`config.mk`:
```
export PLATFORM = sky130hd
export DESIGN_NAME = multi_er_monitor
export DESIGN_NICKNAME = d
export VERILOG_FILES = /design/src/rtl/multi_er_monitor.sv
export SDC_FILE = /design/constraint.sdc
export NUM_CORES = 1
export LEC_CHECK = 0
export BUFFER_PORTS_ARGS = -buffer_cell sky130_fd_sc_hd__buf_2
export CORE_MARGIN = 2
export CORE_UTILIZATION = 45
export DETAILED_ROUTE_END_ITERATION = 7
export GPL_TIMING_DRIVEN = 0
export PLACE_DENSITY = 0.71
export SETUP_SLACK_MARGIN = 0.02
export SLEW_MARGIN = 20
export SYNTH_ARGS = -nofsm -noshare
export SYNTH_HDL_FRONTEND = slang
export SYNTH_SLANG_ARGS = --single-unit
export TNS_END_PERCENT = 100
```
`constraint.sdc`:
```
create_clock -name clk -period 6.2 [get_ports clk]
set_clock_uncertainty 0.1 [all_clocks]
set_input_delay 1.24 -clock clk [delete_from_list [all_inputs] [get_ports clk]]
set_output_delay 1.24 -clock clk [all_outputs]
set_load 0.05 [all_outputs]
```
`src/rtl/multi_er_monitor.sv`:
```
// Executable-region proof-of-execution monitor with attestation-ROM / key-region
// access guard. Each ER channel proves an uninterrupted ER_min..ER_max run.
module multi_er_monitor #(
    parameter int          N_ER      = 2,
    parameter logic [15:0] SMEM_BASE = 16'hA000,
    parameter logic [15:0] SMEM_SIZE = 16'h4000,
    parameter logic [15:0] KMEM_BASE = 16'h6A00,
    parameter logic [15:0] KMEM_SIZE = 16'h001F,
    parameter int          RST_HOLD  = 2
) (
    input  logic                 clk,
    input  logic                 puc,
    input  logic [15:0]          pc,
    input  logic                 data_en,
    input  logic                 data_wr,
    input  logic [15:0]          data_addr,
    input  logic                 dma_en,
    input  logic [15:0]          dma_addr,
    input  logic                 irq,
    input  logic [16*N_ER-1:0]   ER_min,
    input  logic [16*N_ER-1:0]   ER_max,
    input  logic [16*N_ER-1:0]   OR_min,
    input  logic [16*N_ER-1:0]   OR_max,
    output logic [N_ER-1:0]      exec,
    output logic                 reset,
    output logic [2:0]           viol_code
);

    typedef enum logic [1:0] {ST_IDLE, ST_RUN, ST_DONE} er_state_t;

    localparam logic [16:0] SMEM_END  = 17'(SMEM_BASE) + 17'(SMEM_SIZE) - 17'd1;
    localparam logic [15:0] SMEM_LAST = SMEM_BASE + SMEM_SIZE - 16'd2;
    localparam logic [16:0] KMEM_END  = 17'(KMEM_BASE) + 17'(KMEM_SIZE);
    localparam logic [3:0]  HOLD_INIT = 4'(RST_HOLD);

    function automatic logic in_rng(input logic [15:0] a, input logic [15:0] lo,
                                    input logic [15:0] hi);
        return (a >= lo) && (a <= hi);
    endfunction

    function automatic logic in_smem(input logic [15:0] a);
        return (a >= SMEM_BASE) && (17'(a) <= SMEM_END);
    endfunction

    function automatic logic in_kmem(input logic [15:0] a);
        return (a >= KMEM_BASE) && (17'(a) < KMEM_END);
    endfunction

    logic [15:0] pc_prev;
    logic [3:0]  hold_cnt;

    er_state_t   state_q [N_ER];
    er_state_t   state_d [N_ER];
    logic [N_ER-1:0] load_shadow;

    logic [15:0] live_er_min [N_ER];
    logic [15:0] live_er_max [N_ER];
    logic [15:0] live_or_min [N_ER];
    logic [15:0] live_or_max [N_ER];
    logic [15:0] sh_er_min   [N_ER];
    logic [15:0] sh_er_max   [N_ER];
    logic [15:0] sh_or_min   [N_ER];
    logic [15:0] sh_or_max   [N_ER];

    for (genvar g = 0; g < N_ER; g++) begin : g_chan
        assign live_er_min[g] = ER_min[16*g +: 16];
        assign live_er_max[g] = ER_max[16*g +: 16];
        assign live_or_min[g] = OR_min[16*g +: 16];
        assign live_or_max[g] = OR_max[16*g +: 16];
        assign exec[g]        = (state_q[g] == ST_DONE);
    end

    assign reset = (hold_cnt != 4'd0);

    // Security violation detection; lowest cause code wins.
    logic       v_entry, v_exit, v_irq, v_key, v_dma, viol;
    logic [2:0] viol_cause;

    assign v_entry = in_smem(pc) && !in_smem(pc_prev) && (pc != SMEM_BASE);
    assign v_exit  = in_smem(pc_prev) && !in_smem(pc) && (pc_prev != SMEM_LAST);
    assign v_irq   = irq && in_smem(pc);
    assign v_key   = data_en && in_kmem(data_addr) && !in_smem(pc);
    assign v_dma   = dma_en && (in_kmem(dma_addr) || in_smem(dma_addr));
    assign viol    = v_entry || v_exit || v_irq || v_key || v_dma;

    always_comb begin
        viol_cause = 3'd0;
        if (v_entry)     viol_cause = 3'd1;
        else if (v_exit) viol_cause = 3'd2;
        else if (v_irq)  viol_cause = 3'd3;
        else if (v_key)  viol_cause = 3'd4;
        else if (v_dma)  viol_cause = 3'd5;
    end

    // Per-channel event qualifiers, evaluated against the latched bounds.
    logic            cpu_wr;
    logic [N_ER-1:0] pc_in_er, wr_in_er, wr_in_or, dma_hit, bnd_chg;

    assign cpu_wr = data_en && data_wr;

    always_comb begin
        pc_in_er = '0;
        wr_in_er = '0;
        wr_in_or = '0;
        dma_hit  = '0;
        bnd_chg  = '0;
        for (int i = 0; i < N_ER; i++) begin
            pc_in_er[i] = in_rng(pc, sh_er_min[i], sh_er_max[i]);
            wr_in_er[i] = cpu_wr && in_rng(data_addr, sh_er_min[i], sh_er_max[i]);
            wr_in_or[i] = cpu_wr && in_rng(data_addr, sh_or_min[i], sh_or_max[i]);
            dma_hit[i]  = dma_en && (in_rng(dma_addr, sh_er_min[i], sh_er_max[i]) ||
                                     in_rng(dma_addr, sh_or_min[i], sh_or_max[i]));
            bnd_chg[i]  = (live_er_min[i] != sh_er_min[i]) || (live_er_max[i] != sh_er_max[i]) ||
                          (live_or_min[i] != sh_or_min[i]) || (live_or_max[i] != sh_or_max[i]);
        end
    end

    always_comb begin
        load_shadow = '0;
        for (int i = 0; i < N_ER; i++) begin
            state_d[i] = state_q[i];
            case (state_q[i])
                ST_IDLE: begin
                    if (pc == live_er_min[i]) begin
                        state_d[i]     = ST_RUN;
                        load_shadow[i] = 1'b1;
                    end
                end
                ST_RUN: begin
                    if (irq || dma_hit[i] || wr_in_er[i] || bnd_chg[i] ||
                        (cpu_wr && pc_in_er[i] && !in_rng(data_addr, sh_or_min[i], sh_or_max[i])) ||
                        (!pc_in_er[i] && (pc_prev != sh_er_max[i])))
                        state_d[i] = ST_IDLE;
                    else if ((pc_prev == sh_er_max[i]) && !pc_in_er[i])
                        state_d[i] = ST_DONE;
                end
                ST_DONE: begin
                    if (wr_in_er[i] || wr_in_or[i] || dma_hit[i] || bnd_chg[i] ||
                        (pc_in_er[i] && (pc != sh_er_min[i]))) begin
                        state_d[i] = ST_IDLE;
                    end else if (pc == sh_er_min[i]) begin
                        state_d[i]     = ST_RUN;
                        load_shadow[i] = 1'b1;
                    end
                end
                default: state_d[i] = ST_IDLE;
            endcase
            // A violation or an active reset request overrides all channel activity.
            if (viol || reset) begin
                state_d[i]     = ST_IDLE;
                load_shadow[i] = 1'b0;
            end
        end
    end

    always_ff @(posedge clk) begin
        if (puc) begin
            pc_prev   <= 16'h0000;
            hold_cnt  <= 4'd0;
            viol_code <= 3'd0;
            for (int i = 0; i < N_ER; i++) begin
                state_q[i]   <= ST_IDLE;
                sh_er_min[i] <= 16'h0000;
                sh_er_max[i] <= 16'h0000;
                sh_or_min[i] <= 16'h0000;
                sh_or_max[i] <= 16'h0000;
            end
        end else begin
            pc_prev <= pc;
            if (viol) begin
                hold_cnt  <= HOLD_INIT;
                viol_code <= viol_cause;
            end else if (hold_cnt != 4'd0) begin
                hold_cnt  <= hold_cnt - 4'd1;
            end
            for (int i = 0; i < N_ER; i++) begin
                state_q[i] <= state_d[i];
                if (load_shadow[i]) begin
                    sh_er_min[i] <= live_er_min[i];
                    sh_er_max[i] <= live_er_max[i];
                    sh_or_min[i] <= live_or_min[i];
                    sh_or_max[i] <= live_or_max[i];
                end
            end
        end
    end

endmodule

```
==> results.json <==
{
  "wirelength_mm": 63.97,
  "ys_async_sr_fraction": 0,
  "rsz0062_at_grt": "false",
  "slowest_stage": "o311ai_0",
  "synth_area_leader_cell": "ha_1",
  "reg2reg_slack_ps": 1530,
  "vias_per_cell": 6.314,
  "synth.distinct_cells": 65,
  "synth-warning-count": 0,
  "antenna_found_initial": 1,
  "crit_family": "compound AO/OA/AOI/OAI gates",
  "drive_gt1_frac": 0.1323,
  "cts.clk_slew.worst_paths_ps": 70,
  "n_antenna_cell": 0,
  "end_kind": "flip-flop",
  "ios": 188,
  "initial_core_util": 0.4555,
  "p_leak_nw": 7.361,
  "r2r_start": "sh_or_min[0][18]",
  "slew_headroom": 0.4400,
  "io_buffers": 187,
  "detailed_place_hpwl_mm": 49.36,
  "hp-class": "flip-flop to flip-flop",
  "drc": 0,
  "cts_post_setup_buffers_inserted": 0,
  "total_power_mw": 3.196,
  "drv_slew": 0,
  "grt_pass1_wl_mm": 91.67,
  "crit_top_cell": "buf_16",
  "synthCells": 1711,
  "crit_path_start_kind": "input pin",
  "tritoncts.num_buffers": 17,
  "gp_congestion": 0.9863,
  "powerDensity_nw_per_um2": 178.1,
  "nNetsFinal": 2424,
  "cts.htree.levels": 4,
  "cp.required_ps": 6250,
  "worstMarginPinSlew_ps": 829.5,
  "rows": 68,
  "grt_overflow": 0,
  "finalHoldViolCount": 0,
  "holdBufCountCts": 0,
  "core_um2": 34460,
  "grt_max_degree": 26,
  "initialDrtViolationCount": 1802,
  "postLayoutCellArea_um2": 17950,
  "arrival_ps": 5660,
  "critPathKind": "input pin to flip-flop",
  "clk-insertion-delay-late_ps": 450,
  "syn_nets": 2213,
  "syn_area_um2": 15700,
  "wl_per_cell_um": 26.77,
  "period_minus_slack_ps": 5612,
  "drv_cap": 0,
  "die_w_um": 190.8,
  "synth-seq-area-share": 0.2793,
  "setup_viol": 0,
  "final_util": 0.5208,
  "rr_endpoint": "sh_or_max[0][27]",
  "synth_top_cell_area_share": 0.2551,
  "grt_usage": 0.3498,
  "cp-startpoint": "dma_addr[0]",
  "max_freq_mhz": 178.2,
  "fp.dieH_um": 190.8,
  "routed.top_layer": "met5",
  "whs_ps": 360.8,
  "vias": 15090,
  "syn_area_per_cell_um2": 9.174,
  "final_common_cell": "ha_1",
  "m1WireLength_mm": 24.28,
  "crit_chain": "buf_2 -> inv_1 -> ha_1 -> nor2b_1 -> o21ai_1 -> a21oi_1 -> nor3_1 -> o311ai_0 -> nor4b_2 -> a31oi_1 -> clkbuf_1 -> o21bai_4 -> buf_16 -> buf_16",
  "clock-root-buffer": "clkbuf_16",
  "cts-resized-gates": 0,
  "synth_edf_count": 128,
  "period_share": 0.9051,
  "layout_common_cells": "ha_1, a21oi_1, buf_2",
  "final_cells": 2390,
  "synth_seq_cells": 155,
  "design.die.area_um2": 36390,
  "dpl.cell_count": 2358,
  "synth_ff_type": "edfxtp_1",
  "status": "complete, no violations",
  "drt-pass1-iter-count": 5,
  "met3_length_mm": 6.706,
  "grt_pass1_vias": 14510,
  "placed_area_um2": 17350,
  "areaGrowthSynthToFinish_pct": 14.33,
  "max_stage_delay_ps": 730,
  "cts_tree": "yes",
  "cp.depth": 14,
  "cp-endpoint": "sh_or_max[0][27]",
  "cp_max_fo": 23,
  "ant_nets": 0,
  "synth_area_leaders": "ha_1, edfxtp_1, xnor2_1",
  "wl_met2_mm": 28.64,
  "reg2regPathDepth": 13,
  "clock_sinks": 155,
  "ir_worst_vdd_uv": 220.0,
  "worst-path-buf-inv": 5,
  "ctsLongestPathBuffers": 2
}
-- through the flow --
step	setup TNS, ps	setup slack [ps]
finish	0	588.2
global route	0	469.3
CTS	0	702.7
detailed placement	0	281.4
global placement	-149670	-1217
floorplan	0	812.8
-- kinds of logic after synthesis --
| logic type | Yosys count | synth area share |
|---|---|---|
| simple gates | 453 | 0.1513 |
| fa+ha+maj | 320 | 0.2551 |
| flops | 155 | 0.2793 |
| compound gates | 413 | 0.1582 |
| buf+inv | 175 | 0.04735 |
| xor+xnor | 195 | 0.1088 |
-- cells in the mapped netlist, types with 3 or more instances --
cell	instances
or4_1	6
inv_1	131
a221oi_1	3
o21ai_1	8
o211ai_1	17
nor4_1	24
nand2b_1	11
nor3b_1	3
o31ai_1	7
a21oi_1	233
buf_6	8
nand4_1	107
a221o_1	5
and4_1	4
or3_1	3
nand3_1	29
xnor2_1	176
a211oi_1	18
dfxtp_1	27
edfxtp_1	128
nand2_1	168
clkbuf_1	15
a31oi_1	5
a21boi_0	5
o21a_1	10
buf_2	18
a21o_1	41
nor2b_1	32
nand4b_1	3
xor2_1	19
a2111o_1	3
a21boi_1	5
and3_1	5
nor3_1	19
nor2_1	25
o21ai_0	26
a2111oi_0	4
o2111ai_1	5
and2_1	3
ha_1	320
-- area by class of cell --
| type | instances | area, um2 |
|---|---|---|
| inverters | 131 | 491.7 |
| fillers | 3250 | 16510 |
| repair buffers | 192 | 1059 |
| plain buffers | 44 | 251.5 |
| clock inverters | 6 | 45.04 |
| multi-input cells | 1381 | 10590 |
| well taps | 455 | 569.3 |
| clock buffers | 26 | 554.3 |
| flip-flops and latches | 155 | 4384 |
-- report_power, final --
group	total, mW	internal (mW)	leakage, nW	switching (mW)
combinational	0.904	0.343	5.53	0.561
sequential	1.21	1.16	1.54	0.0475
clock	1.08	0.622	0.296	0.459
total	3.20	2.13	7.36	1.07
-- registers in the layout (all words and copies together), names as in the netlist --
signal     flops
sh_er_max     32
sh_er_min     32
sh_or_max     32
sh_or_min     32
pc_prev       16
hold_cnt       4
state_q        4
viol_code      3
-- worst min-delay path, cell delays in order (launching register included) --
cell     delay [ps]
dfxtp_1         320
o31ai_1          60
nor2_1           40
-- worst min-delay path by stage --
stage	from	end	slack [ps]	cells past startpoint
floorplan	hold_cnt[3]	hold_cnt[3]	330	2
global placement	hold_cnt[3]	hold_cnt[3]	350	2
detailed placement	hold_cnt[3]	hold_cnt[3]	350	2
CTS	hold_cnt[3]	hold_cnt[3]	360	2
global route	hold_cnt[3]	hold_cnt[3]	390	2
finish	hold_cnt[3]	hold_cnt[3]	360	2
-- metal layers --
layer,up-vias,track usage
met1,7158,0.4391
met5,-,0
met4,2,0.2102
li1,6782,-
met2,928,0.5559
met3,221,0.06791
(Power assumes the default switching activity.)
